$ cat config.mk
export PLATFORM = sky130hd
export DESIGN_NAME = keypad_entry
export DESIGN_NICKNAME = d
export VERILOG_FILES = /design/src/rtl/keypad_pkg.sv /design/src/rtl/key_edge.sv /design/src/rtl/keypad_entry.sv
export SDC_FILE = /design/constraint.sdc
export NUM_CORES = 1
export LEC_CHECK = 0
export BUFFER_PORTS_ARGS = -buffer_cell sky130_fd_sc_hd__buf_2
export CAP_MARGIN = 5
export CORE_MARGIN = 10
export CORE_UTILIZATION = 30
export CTS_CLUSTER_DIAMETER = 30
export DETAILED_ROUTE_END_ITERATION = 8
export HOLD_SLACK_MARGIN = 0.05
export PLACE_DENSITY_LB_ADDON = 0.25
export SYNTH_ARGS = -nofsm -noshare
export SYNTH_HDL_FRONTEND = slang
export SYNTH_SLANG_ARGS = --single-unit
$ cat constraint.sdc
create_clock -name clk -period 2 [get_ports clk]
set_clock_uncertainty 0.15 [all_clocks]
set_input_delay 0.2 -clock clk [delete_from_list [all_inputs] [get_ports clk]]
set_output_delay 0.2 -clock clk [all_outputs]
set_load 0.05 [all_outputs]
$ cat src/rtl/keypad_pkg.sv
// keypad_pkg: shared key-code constants and entry FSM state encoding for the
// hex keypad entry block (keypad_entry, key_edge).
package keypad_pkg;

  // Codes 0-15 are hex digits (bit 4 clear); 16 and up are control keys.
  localparam logic [4:0] KEY_BKSP  = 5'd16;
  localparam logic [4:0] KEY_CLR   = 5'd17;
  localparam logic [4:0] KEY_ENTER = 5'd18;

  typedef enum logic {
    S_ENTRY = 1'b0,   // collecting digits
    S_HOLD  = 1'b1    // committed word waiting for the consumer
  } state_e;

  function automatic logic is_digit(input logic [4:0] code);
    return !code[4];
  endfunction

endpackage

$ cat src/rtl/key_edge.sv
// key_edge: turns the level keystrobe into a single-cycle key event.
//
// Ports
//   clk        in   clock
//   rst        in   async active-high reset
//   keystrobe  in   high while a key is held
//   event_o    out  high for the one cycle in which a new press is sampled
//
// Build option: KEYPAD_DEBOUNCE_EN adds a lockout counter that blocks new
// events for DEBOUNCE_CYCLES clocks after each event. Without it, every
// rising edge of keystrobe is an event.
module key_edge #(
  parameter int DEBOUNCE_CYCLES = 1000
) (
  input  logic clk,
  input  logic rst,
  input  logic keystrobe,
  output logic event_o
);

  logic strobe_q;
  logic rise;
  logic locked;

  // History resets to 1 so a key held through reset is not a fresh press.
  always_ff @(posedge clk or posedge rst) begin
    if (rst) strobe_q <= 1'b1;
    else     strobe_q <= keystrobe;
  end

  assign rise = keystrobe & ~strobe_q;

`ifdef KEYPAD_DEBOUNCE_EN
  localparam int LOCK_W = $clog2(DEBOUNCE_CYCLES + 1);
  localparam logic [LOCK_W-1:0] LOCK_LOAD = LOCK_W'(DEBOUNCE_CYCLES);

  logic [LOCK_W-1:0] lock_q, lock_d;

  // Reloads on each event and counts down to zero; runs regardless of what
  // the entry FSM does with the event.
  always_comb begin
    lock_d = lock_q;
    if (event_o)            lock_d = LOCK_LOAD;
    else if (lock_q != '0)  lock_d = lock_q - LOCK_W'(1);
  end

  always_ff @(posedge clk or posedge rst) begin
    if (rst) lock_q <= '0;
    else     lock_q <= lock_d;
  end

  assign locked = (lock_q != '0);
`else
  // No lockout in this build; the expression is constant 0 for any legal
  // lockout length.
  assign locked = (DEBOUNCE_CYCLES < 0);
`endif

  assign event_o = rise & ~locked;

endmodule

$ cat src/rtl/keypad_entry.sv
// keypad_entry: hex keypad entry buffer with commit handshake.
//
// Digits shift in from the right into a 32-bit buffer (up to MAX_DIGITS),
// BKSP drops the last digit, CLR empties the buffer, ENTER commits a non-empty
// buffer to data_out and waits in HOLD until the consumer takes it
// (data_valid && data_ready). Key events are ignored while in HOLD.
//
// Ports
//   clk          in   clock
//   rst          in   async active-high reset
//   keycode[4:0] in   0-15 digit, 16 BKSP, 17 CLR, 18 ENTER, others ignored
//   keystrobe    in   high while a key is held
//   value[31:0]  out  live entry buffer
//   digit_count  out  digits held
//   overflow     out  sticky: digit dropped on full buffer
//   data_out     out  committed word
//   data_valid   out  committed word available
//   data_ready   in   consumer accepts data_out
//
// Build option: KEYPAD_DEBOUNCE_EN enables the post-key lockout in key_edge.
module keypad_entry #(
  parameter int MAX_DIGITS      = 8,
  parameter int DEBOUNCE_CYCLES = 1000
) (
  input  logic        clk,
  input  logic        rst,
  input  logic [4:0]  keycode,
  input  logic        keystrobe,
  output logic [31:0] value,
  output logic [3:0]  digit_count,
  output logic        overflow,
  output logic [31:0] data_out,
  output logic        data_valid,
  input  logic        data_ready
);
  import keypad_pkg::*;

  localparam logic [3:0] MAX_CNT = 4'(MAX_DIGITS);

  state_e      state_q, state_d;
  logic        key_ev;
  logic        entry_ev;
  logic        commit;
  logic [31:0] value_q, value_d;
  logic [31:0] dout_q, dout_d;
  logic [3:0]  cnt_q, cnt_d;
  logic        ovf_q, ovf_d;

  key_edge #(
    .DEBOUNCE_CYCLES(DEBOUNCE_CYCLES)
  ) u_edge (
    .clk       (clk),
    .rst       (rst),
    .keystrobe (keystrobe),
    .event_o   (key_ev)
  );

  assign entry_ev = key_ev && (state_q == S_ENTRY);
  assign commit   = entry_ev && (keycode == KEY_ENTER) && (cnt_q != 4'd0);

  // FSM: state register
  always_ff @(posedge clk or posedge rst) begin
    if (rst) state_q <= S_ENTRY;
    else     state_q <= state_d;
  end

  // FSM: next state. In HOLD, data_valid is asserted, so data_ready alone
  // completes the handshake.
  always_comb begin
    state_d = state_q;
    case (state_q)
      S_ENTRY: if (commit)     state_d = S_HOLD;
      S_HOLD:  if (data_ready) state_d = S_ENTRY;
      default:                 state_d = S_ENTRY;
    endcase
  end

  // FSM: outputs
  always_comb begin
    value       = value_q;
    digit_count = cnt_q;
    overflow    = ovf_q;
    data_out    = dout_q;
    data_valid  = (state_q == S_HOLD);
  end

  // Buffer update. A digit only shifts in while count < MAX_DIGITS, so bits
  // above 4*MAX_DIGITS are never written and stay zero.
  always_comb begin
    value_d = value_q;
    cnt_d   = cnt_q;
    ovf_d   = ovf_q;
    dout_d  = dout_q;
    if (entry_ev) begin
      if (is_digit(keycode)) begin
        if (cnt_q < MAX_CNT) begin
          value_d = {value_q[27:0], keycode[3:0]};
          cnt_d   = cnt_q + 4'd1;
        end else begin
          ovf_d = 1'b1;
        end
      end else begin
        case (keycode)
          KEY_BKSP: if (cnt_q != 4'd0) begin
            value_d = value_q >> 4;
            cnt_d   = cnt_q - 4'd1;
          end
          KEY_CLR: begin
            value_d = '0;
            cnt_d   = '0;
            ovf_d   = 1'b0;
          end
          KEY_ENTER: if (cnt_q != 4'd0) begin
            dout_d  = value_q;
            value_d = '0;
            cnt_d   = '0;
            ovf_d   = 1'b0;
          end
          default: ;
        endcase
      end
    end
  end

  always_ff @(posedge clk or posedge rst) begin
    if (rst) begin
      value_q <= '0;
      cnt_q   <= '0;
      ovf_q   <= 1'b0;
      dout_q  <= '0;
    end else begin
      value_q <= value_d;
      cnt_q   <= cnt_d;
      ovf_q   <= ovf_d;
      dout_q  <= dout_d;
    end
  end

endmodule

Word-level counts from Yosys, hierarchy flattened
Cells that the tools add are included.
{ "word_totals": {"register_bits": 71, "latchBits": 0, "mem_bits_rw": 0, "mem_bits_ro": 0, "input_bits": 9, "output_inout_bits": 70, "wordCells": 45, "n_memories": 0} }
{ "op_classes": {"n_addsub": 2, "mul": 0, "div": 0, "order_cmp": 1, "n_eq_ne": 8, "shift": 0, "muxes": 17, "bitwise_logic": 3, "reduce_logical": 8} }
{ "op_table": {"columns": ["op", "n"], "rows": [
  ["$mux 32", 4],
  ["$pmux 32 s3", 1],
  ["$mux 4", 4],
  ["$eq 5x5->1 const B", 3],
  ["$pmux 4 s3", 1],
  ["$reduce_and 4->1", 2],
  ["$mux 1", 5],
  ["$reduce_and 5->1", 1],
  ["$add 4x1->4 const B", 1],
  ["$lt 4x4->1 const B", 1],
  ["$ne 4x1->1 const B", 1],
  ["$pmux 1 s2", 2],
  ["$reduce_bool 4->1", 1],
  ["$sub 4x1->4 const B", 1],
  ["$logic_and 1x1->1", 3],
  ["$ne 3x1->1 const B", 1],
  ["$ne 3x2->1 const B", 1],
  ["$ne 3x3->1 const B", 1],
  ["$ne 2x2->1 const B", 1],
  ["$not 1->1", 2],
  ["$reduce_bool 2->1", 1],
  ["$and 1x1->1", 1]
]} }

Longest topological paths before layout
Gate-level depths: netlist (run 1).
{ "logic_depth": {"depth_word": 7, "depth_mapped": 7, "depth_no_buf": 6} }

Modules after synthesis
A second synthesis (run 1) with hierarchy kept.
{ "hier_totals": {"cells_unflattened": 239, "hier_area_um2": 3427.0} }
{ "by_module_without_submodules": {"columns": ["module", "instances", "cells_per_inst", "area_each_um2", "seq_area_each_um2"], "rows": [
  ["keypad_entry", 1, 236, 3383.2, 1751.7],
  ["key_edge", 1, 3, 43.8, 26.3]
]} }

Least setup slack after synthesis (run 1)
No wires, ideal clock.
{ "synth_timing": {"path_type": "register to register", "from": "register cnt_q[1], in the netlist digit_count[1]", "to": "register cnt_q[0], in the netlist digit_count[0]", "setup_time_ns": 0.125, "arrival_ns": 2.085, "required_ns": 1.725, "slack_ns": -0.360, "path_stages_with_launch": 8, "n_path_buf": 1, "synth_period_minus_slack_ns": 2.360, "path_cell_list": "dfrtp_1 > inv_1 > ha_1 > or4b_4 > nand4_4 > nand2_4 > buf_6 > mux2_4"} }
{ "synth_via": {"elab_chain_cells": 3, "elab_cells_between_ends": 6, "cone_classes": "order compare: 1; eq/ne: 2; reduce/logical: 3"} }
{ "synth_lines": {"columns": ["element", "line_no", "text"], "rows": [
  ["start, declared", "keypad_entry.sv:46", "logic [3:0] cnt_q, cnt_d;"],
  ["start signal, assigned", "keypad_entry.sv:133", "cnt_q <= cnt_d;"],
  ["$lt 4x4->1 / $reduce_bool 4->1 (equally long branches)", "keypad_entry.sv:96, keypad_entry.sv:104, keypad_entry.sv:113", null],
  ["$reduce_bool 2->1 (no source line), or another cell as far along", null, null],
  ["$reduce_and 5->1 (no source line) *", null, null]
]} }
Every way passes the cells marked *; elsewhere a longest branch is shown, timed or not.
A chain may end at the register's enable or synchronous reset.

Final worst setup path (run 1)
{ "layout_timing": {"from": "register cnt_q[1], in the netlist digit_count[1]", "to": "register value_q[3], in the netlist value[3]"} }
{ "layout_via": {"elab_chain_cells": 3, "elab_cells_between_ends": 6, "cone_classes": "order compare: 1; eq/ne: 2; reduce/logical: 3"} }
{ "layout_lines": {"columns": ["element", "line_no", "text"], "rows": [
  ["$lt 4x4->1 / $reduce_bool 4->1 (equally long branches)", "keypad_entry.sv:96, keypad_entry.sv:104, keypad_entry.sv:113", null],
  ["$reduce_bool 2->1 (no source line), or another cell as far along", null, null],
  ["$reduce_and 5->1 (no source line) *", null, null],
  ["end signal, assigned", "keypad_entry.sv:132", "value_q <= value_d;"],
  ["end, declared", "keypad_entry.sv:44", "logic [31:0] value_q, value_d;"]
]} }
Marks and branches as above.

==> impl_results.md, run 1 <==
- Max Cap Viol: 0
- Min Hold Slack: 0.0994 ns
- Global-route wire length before repair: 13,800 µm
- Sequential-to-total area share from yosys stat: 53.7%
- DR pass1 iterations: 4
- Synth Area in Compound Gates: 11.3%
- Die width: 125 µm
- Antenna violations before repair: 0
- Status: finished with violations
- Clk sink count: a little over 70
- Maximum vdd drop: 532 µV
- Final Hold Fails: 0
- Antenna cells: 0
- Clk Latency, worst-skew pair: 0.34 ns
- Routed wire length: 8820 µm
- Hold Path Class: in -> reg
- Gr usage total: 10.9%
- Cell row count: 38
- Max clock buf depth: 2
- RSZ-0062 raised after global routing: yes
- Initial Util: 30.5%
- Worst reg-to-reg path cell count: 7
- Kind of critical path: reg -> reg
- Final Wtd Congestion: slightly below 0.8
- PwrDens: ~1200 nW/µm²
- Main combinational cell family by area after synthesis: multiplexers
- I/O Buffers: slightly below 80
- WHS Path Cells: 3
- Critical path startpoint category: flip-flop
- Htree depth: 3
- Count of final setup violators: 25
- Synth Cell Area: 3310 µm²
- Unique masters post-synth: 35
- Nature of the critical path endpoint: flip-flop
- CP Max Fanout: 8
- Clock-pin transition on the worst setup and hold timing paths: 0.08 ns
- Area grow syn2layout: 30.3%
- Worst Max-Slew Pin Slew: 0.555 ns
- Violation count after the first detailed-route iteration: 79
- Fin crit share: 101%
- Failing checks: setup timing
- Multiplexer share of the synthesized area: approximately a quarter
- Max Clock Freq: 494 MHz
- Final Max Tran Viols: 0
- Post-Syn Nets: 248
- Leading area contributor after synthesis: dfrtp_1
- Root buffer cell: clkbuf_8
- Synth Register Bits: 71
- Cells after Synth: 236
- Synth Area in Adders: 1.13%
- Data required time of the critical path: ~2.1 ns
- Largest net degree at the start of global routing: 31
- IO Pins: 79
- Vias/cell: 4.84
- Simple-gate portion of the synthesized area: 4.99%
- Pleak: 0.00223 µW
- CP Launch Point: digit_count[1]$_DFFE_PP0P_
- Fill count: ~1,100
- Via count of the first global-routing pass: between 2,000 and 2,500
- Crit path DAT: 2.10 ns
- Final min period: 2.02 ns
- Final antenna-violating net count: 0
- DRC violations left: 0
- Design Power: slightly above 5000 µW
- CTS Buf Count: 9
- Hold wc startpoint: keycode[4]
- Setup_tns: -0.303 ns
- Remaining Overflow, GRT: 0
- Post_cts resized: 0
- Drt wl/cell: about 18 µm
- HPWL Detailed: 6220 µm
- Core area: 10,800 µm²
- YS warnings: 0
- Syn Area/Cell: 14.0 µm²
- Rel. slew slack: 62.9%
- Synth Area in XOR/XNOR: 0.265%
- Vias: 2,327
- # nets final: ~350
- Final WS setup: -0.0237 ns
- Die ar.: 15,600 µm²
- Reg-to-Reg Start: digit_count[1]$_DFFE_PP0P_
- Post-Layout Inst Area: 4310 µm²
- Share of the synthesized area in the top cell type: 52.9%
- Die Y: 125 µm
- Top post-synthesis cells by area: dfrtp_1 53%, mux2_4 13%, mux2_2 11%
- Placed cell area: a little over 4000 µm²
- CTS tree: built
- Share of layout cells above drive strength 1: 56.6%
repair_timing:
action / 4_1_cts / 5_1_grt
cloned: 0 / 1
buffers inserted: 0 / 1
endpoints found under the hold margin: 20 / 0
hold buffers: 3 / 0
pin swaps: 0 / 2
setup endpoints to repair: 27 / 30
area by class of cell:
class / count / area (µm²) / area share (%)
Sequential cell: 71 / 1780 / 41.3
Multi-Input combinational cell: 139 / 1430 / 33.1
Timing Repair Buffer: 104 / 686 / 15.9
Clock buffer: 14 / 183 / 4.24
Tap cell: 140 / 175 / 4.06
Inverter: 11 / 47.5 / 1.10
Clock inverter: 2 / 12.5 / 0.290
report_power, final:
part	switching (µW)	internal, µW	total [µW]	leakage [µW]
sequential	282	1660	1950	0.000956
clock	543	586	1130	0.0000987
combinational	1260	702	1970	0.00118
total	2090	2950	5040	0.00223
cell usage in the layout (no fill, tap or decap), drive strengths merged, types with 2 or more instances in the layout:
master	n
a21oi	5
a22o	29
buf	100
clkbuf	15
clkinvlp	2
dfrtp	70
dlygate4sd3	3
ha	3
inv	10
mux2	61
mux2i	2
nand2	4
nand3	6
nor2	5
nor3b	2
nor4	2
o21ai	3
o31ai	4
registers in the layout, indices dropped and copies added, names as in the netlist:
signal,cells
value,32
u_edge.strobe_q,1
data_valid,1
data_out,32
overflow,1
digit_count,4
Yosys cell counts:
library cell	n
a32o_1	1
o31ai_1	4
a22o_1	29
a21o_1	1
inv_1	11
xor2_1	1
nand2_4	1
and2_1	1
nor2_1	5
nand2_1	2
buf_2	5
clkbuf_1	6
buf_6	4
nor3_1	1
a21oi_1	5
mux2i_1	2
a221o_1	1
or4b_4	1
mux2_4	28
dfrtp_1	70
nor4_1	2
nor3b_1	1
nand2_2	1
nor2b_1	1
nand4_4	1
nor3b_2	1
nand2b_1	1
a211o_1	1
o21ai_0	3
nand3_1	6
ha_1	3
dfstp_2	1
o211ai_1	1
o21bai_1	1
mux2_2	33
through the flow:
stage                     setup WS [ns]  cells  utilization, %
after floorplan                  -0.190    236               -
after global placement          0.00910    460            37.4
after detailed placement        -0.0132    460            37.4
after CTS                       -0.0389    479            39.5
after global routing            -0.0676    481            39.8
final                           -0.0237    481            39.8
cell families after synthesis:
kind of cell | Yosys count
muxes | 63
xor gates and xnor gates | 1
AOI/OAI and AO/OA | 47
adders and majority gates | 3
and+or+nand+nor | 25
buffers and inverters | 26
DFF | 71
worst paths after layout:
check / slack (ns) / endpoint
max: -0.02 / value[3]$_DFFE_PP0P_
min: 0.1 / value[28]$_DFFE_PP0P_
max reg2reg: -0.02 / value[3]$_DFFE_PP0P_
min reg2reg: 0.35 / data_out[16]$_DFFE_PP0P_
max in group asynchronous: 0.87 / value[31]$_DFFE_PP0P_
min in group asynchronous: 0.30 / data_out[1]$_DFFE_PP0P_
routing by layer:
layer | wire length [µm] | vias up | global-route usage, %
met5 | 0 | - | 0
met1 | 4110 | 1195 | 13.9
met2 | 4170 | 57 | 17.2
met4 | 114 | 0 | 3.86
li1 | - | 1066 | -
met3 | 427 | 9 | 3.51
worst max-delay path, cell delays in order, from the launching register on:
cell and delay (ns):
dfrtp_2 0.43, inv_4 0.07, ha_4 0.12, or4b_4 0.46, nand4_4 0.11, nand2_4 0.10
clkbuf_16 0.18, mux2_4 0.29
(Power assumes the default switching activity.)
==> run 2: changes to the inputs <==
--- a/config.mk
+++ b/config.mk
@@ -9,6 +9,7 @@
 export CAP_MARGIN = 5
 export CORE_MARGIN = 10
 export CORE_UTILIZATION = 30
+export CTS_BUF_LIST = sky130_fd_sc_hd__clkbuf_4 sky130_fd_sc_hd__clkbuf_8
 export CTS_CLUSTER_DIAMETER = 30
 export DETAILED_ROUTE_END_ITERATION = 8
 export HOLD_SLACK_MARGIN = 0.05
==> run 2 against run 1 <==
  * The run still ends with setup timing left
  * Flip-flop and latch count stayed put
  * Wire length is 0.51% higher
  * Count of clock-buffer cells in the layout stayed put
  * Critical path type unchanged
==> impl_results.md, run 2 (same netlist as run 1, synthesis figures left out) <==
- Area grow syn2layout: 30.4%
- Reg-to-Reg Start: digit_count[1]$_DFFE_PP0P_
- PwrDens: 1170 nW/µm²
- Htree depth: 3
- Antenna violations before repair: 0
- IO Pins: 79
- Pleak: approximately 0.0022 µW
- Max Clock Freq: roughly 490 MHz
- Die width: 125 µm
- Final min period: 2.02 ns
- CTS tree: built
- Vias: between 2,000 and 2,500
- Worst Hold End: value[29]$_DFFE_PP0P_
- Kind of critical path: reg -> reg
- Place WS: -0.0132 ns
- Max Cap Viol: 0
- CP Max Fanout: 8
- Final Wtd Congestion: 0.775
- Final antenna-violating net count: 0
- WHS Path Cells: 3
- Count of final setup violators: 24
- R2r setup slk: -0.02 ns
- Reg2reg end: value[3]$_DFFE_PP0P_
- Largest net degree at the start of global routing: 31
- Final cell count without fillers: 481
- # nets final: 348
- Critical path startpoint category: flip-flop
- Clock-pin transition on the worst setup and hold timing paths: 0.08 ns
- Data required time of the critical path: 2.08 ns
- Initial Util: 30.5%
- Drt wl/cell: about 18 µm
- Worst Max-Slew Pin Slew: 0.555 ns
- Failing checks: setup timing
- Placed cell area: roughly 4100 µm²
- I/O Buffers: 78
- Final WS setup: -0.0229 ns
- Post_cts resized: 0
- Crit path DAT: 2.10 ns
- Clk Latency, worst-skew pair: ~0.35 ns
- Routed wire length: between 8000 and 9000 µm
- Max clock buf depth: 2
- Post-Layout Inst Area: 4320 µm²
- Setup_tns: -0.273 ns
- Via count of the first global-routing pass: 2,442
- Util after Layout: 39.8%
- Most common cell after layout, fill and taps aside: buf_2
- Gr usage total: about 11%
- HPWL Detailed: 6220 µm
- Cell row count: 38
- Final Max Tran Viols: 0
- Nature of the critical path endpoint: flip-flop
- Global-route wire length before repair: 13,800 µm
- Fin crit share: 101%
- Violation count after the first detailed-route iteration: 79
- Antenna cells: 0
- Maximum vdd drop: 532 µV
- RSZ-0062 raised after global routing: yes
- Die ar.: 15,600 µm²
- Core area: around 11,000 µm²
- Vias/cell: 4.84
- Share of layout cells above drive strength 1: a little under three fifths
- Rel. slew slack: 62.9%
- Worst reg-to-reg path cell count: 7
- Status: finished with violations
- Hold Path Class: in -> reg
- Die Y: 125 µm
- Clk sink count: 71
- DRC violations left: 0
- CTS Buf Count: 9
- Remaining Overflow, GRT: 0
- Final Hold Fails: 0
- Root buffer cell: clkbuf_8
- Hold wc startpoint: keycode[4]
- DR pass1 iterations: 4
- Most frequent cells in the layout: 78 x buf_2, 66 x dfrtp_1, 33 x mux2_2
- Dpl cells: 460
- Fill count: 1,060
==> run 2: cell counts in the layout (fill, tap and decap cells not counted) <==
Identical to the previous run, type by type.
==> run 2: worst max-delay path, cell delays in order, from the launching register on <==
cell and delay, ns:
dfrtp_2 0.43, inv_4 0.07, ha_4 0.12, or4b_4 0.46
nand4_4 0.11, nand2_4 0.09, clkbuf_16 0.18, mux2_4 0.29
==> run 2: area by class of cell <==
cell class	count	area, µm²	share of cell area, %
well taps	140	175	4.06
clock inverters	2	12.5	0.290
clock buffers	14	186	4.32
multi-input cells	139	1430	33.0
flip-flops and latches	71	1780	41.3
repair buffers	104	686	15.9
inverters	11	47.5	1.10
==> run 2: how the worst max path moves through the flow <==
stage | start | end | slack (ns) | cells after the start
after floorplan | digit_count[1]$_DFFE_PP0P_ | digit_count[0]$_DFFE_PP0P_ | -0.19 | 7
final | digit_count[1]$_DFFE_PP0P_ | value[3]$_DFFE_PP0P_ | -0.02 | 7
after global routing | digit_count[1]$_DFFE_PP0P_ | value[9]$_DFFE_PP0P_ | -0.07 | 7
after detailed placement | digit_count[1]$_DFFE_PP0P_ | value[7]$_DFFE_PP0P_ | -0.01 | 7
after global placement | digit_count[1]$_DFFE_PP0P_ | value[11]$_DFFE_PP0P_ | 0.009 | 7
after CTS | digit_count[1]$_DFFE_PP0P_ | value[15]$_DFFE_PP0P_ | -0.04 | 7
==> run 2: report_power, final <==
part	switching [µW]	leakage, µW	internal [µW]
Sequential	283	0.000956	1660
Combinational	1260	0.00118	702
Clock	545	0.000102	599
Total	2090	0.00223	2960
==> run 2: repair_timing <==
item / in CTS / in global routing
pin swaps: 0 / 2
hold endpoints to repair: 20 / 0
cloned: 0 / 1
hold buffers: 3 / 0
buffers inserted: 0 / 1
setup endpoints to repair: 27 / 30
==> run 2: stage by stage <==
| stage | hold slack [ns] | total power, µW |
|---|---|---|
| 2_1_floorplan | 0.0545 | 3370 |
| 3_3_place_gp | 0.132 | 3900 |
| 3_5_place_dp | 0.136 | 3940 |
| 4_1_cts | 0.0831 | 5090 |
| 5_1_grt | 0.104 | 5310 |
| 6_report | 0.0943 | 5060 |
==> run 2: layer usage <==
layer	up-vias	wire [µm]	GRT usage [%]	share of wire (%)
li1	1065	-	-	-
met1	1202	4140	13.9	47
met2	54	4190	17.2	47
met3	9	419	3.51	4.7
met4	0	114	3.86	1.3
met5	-	0	0	0
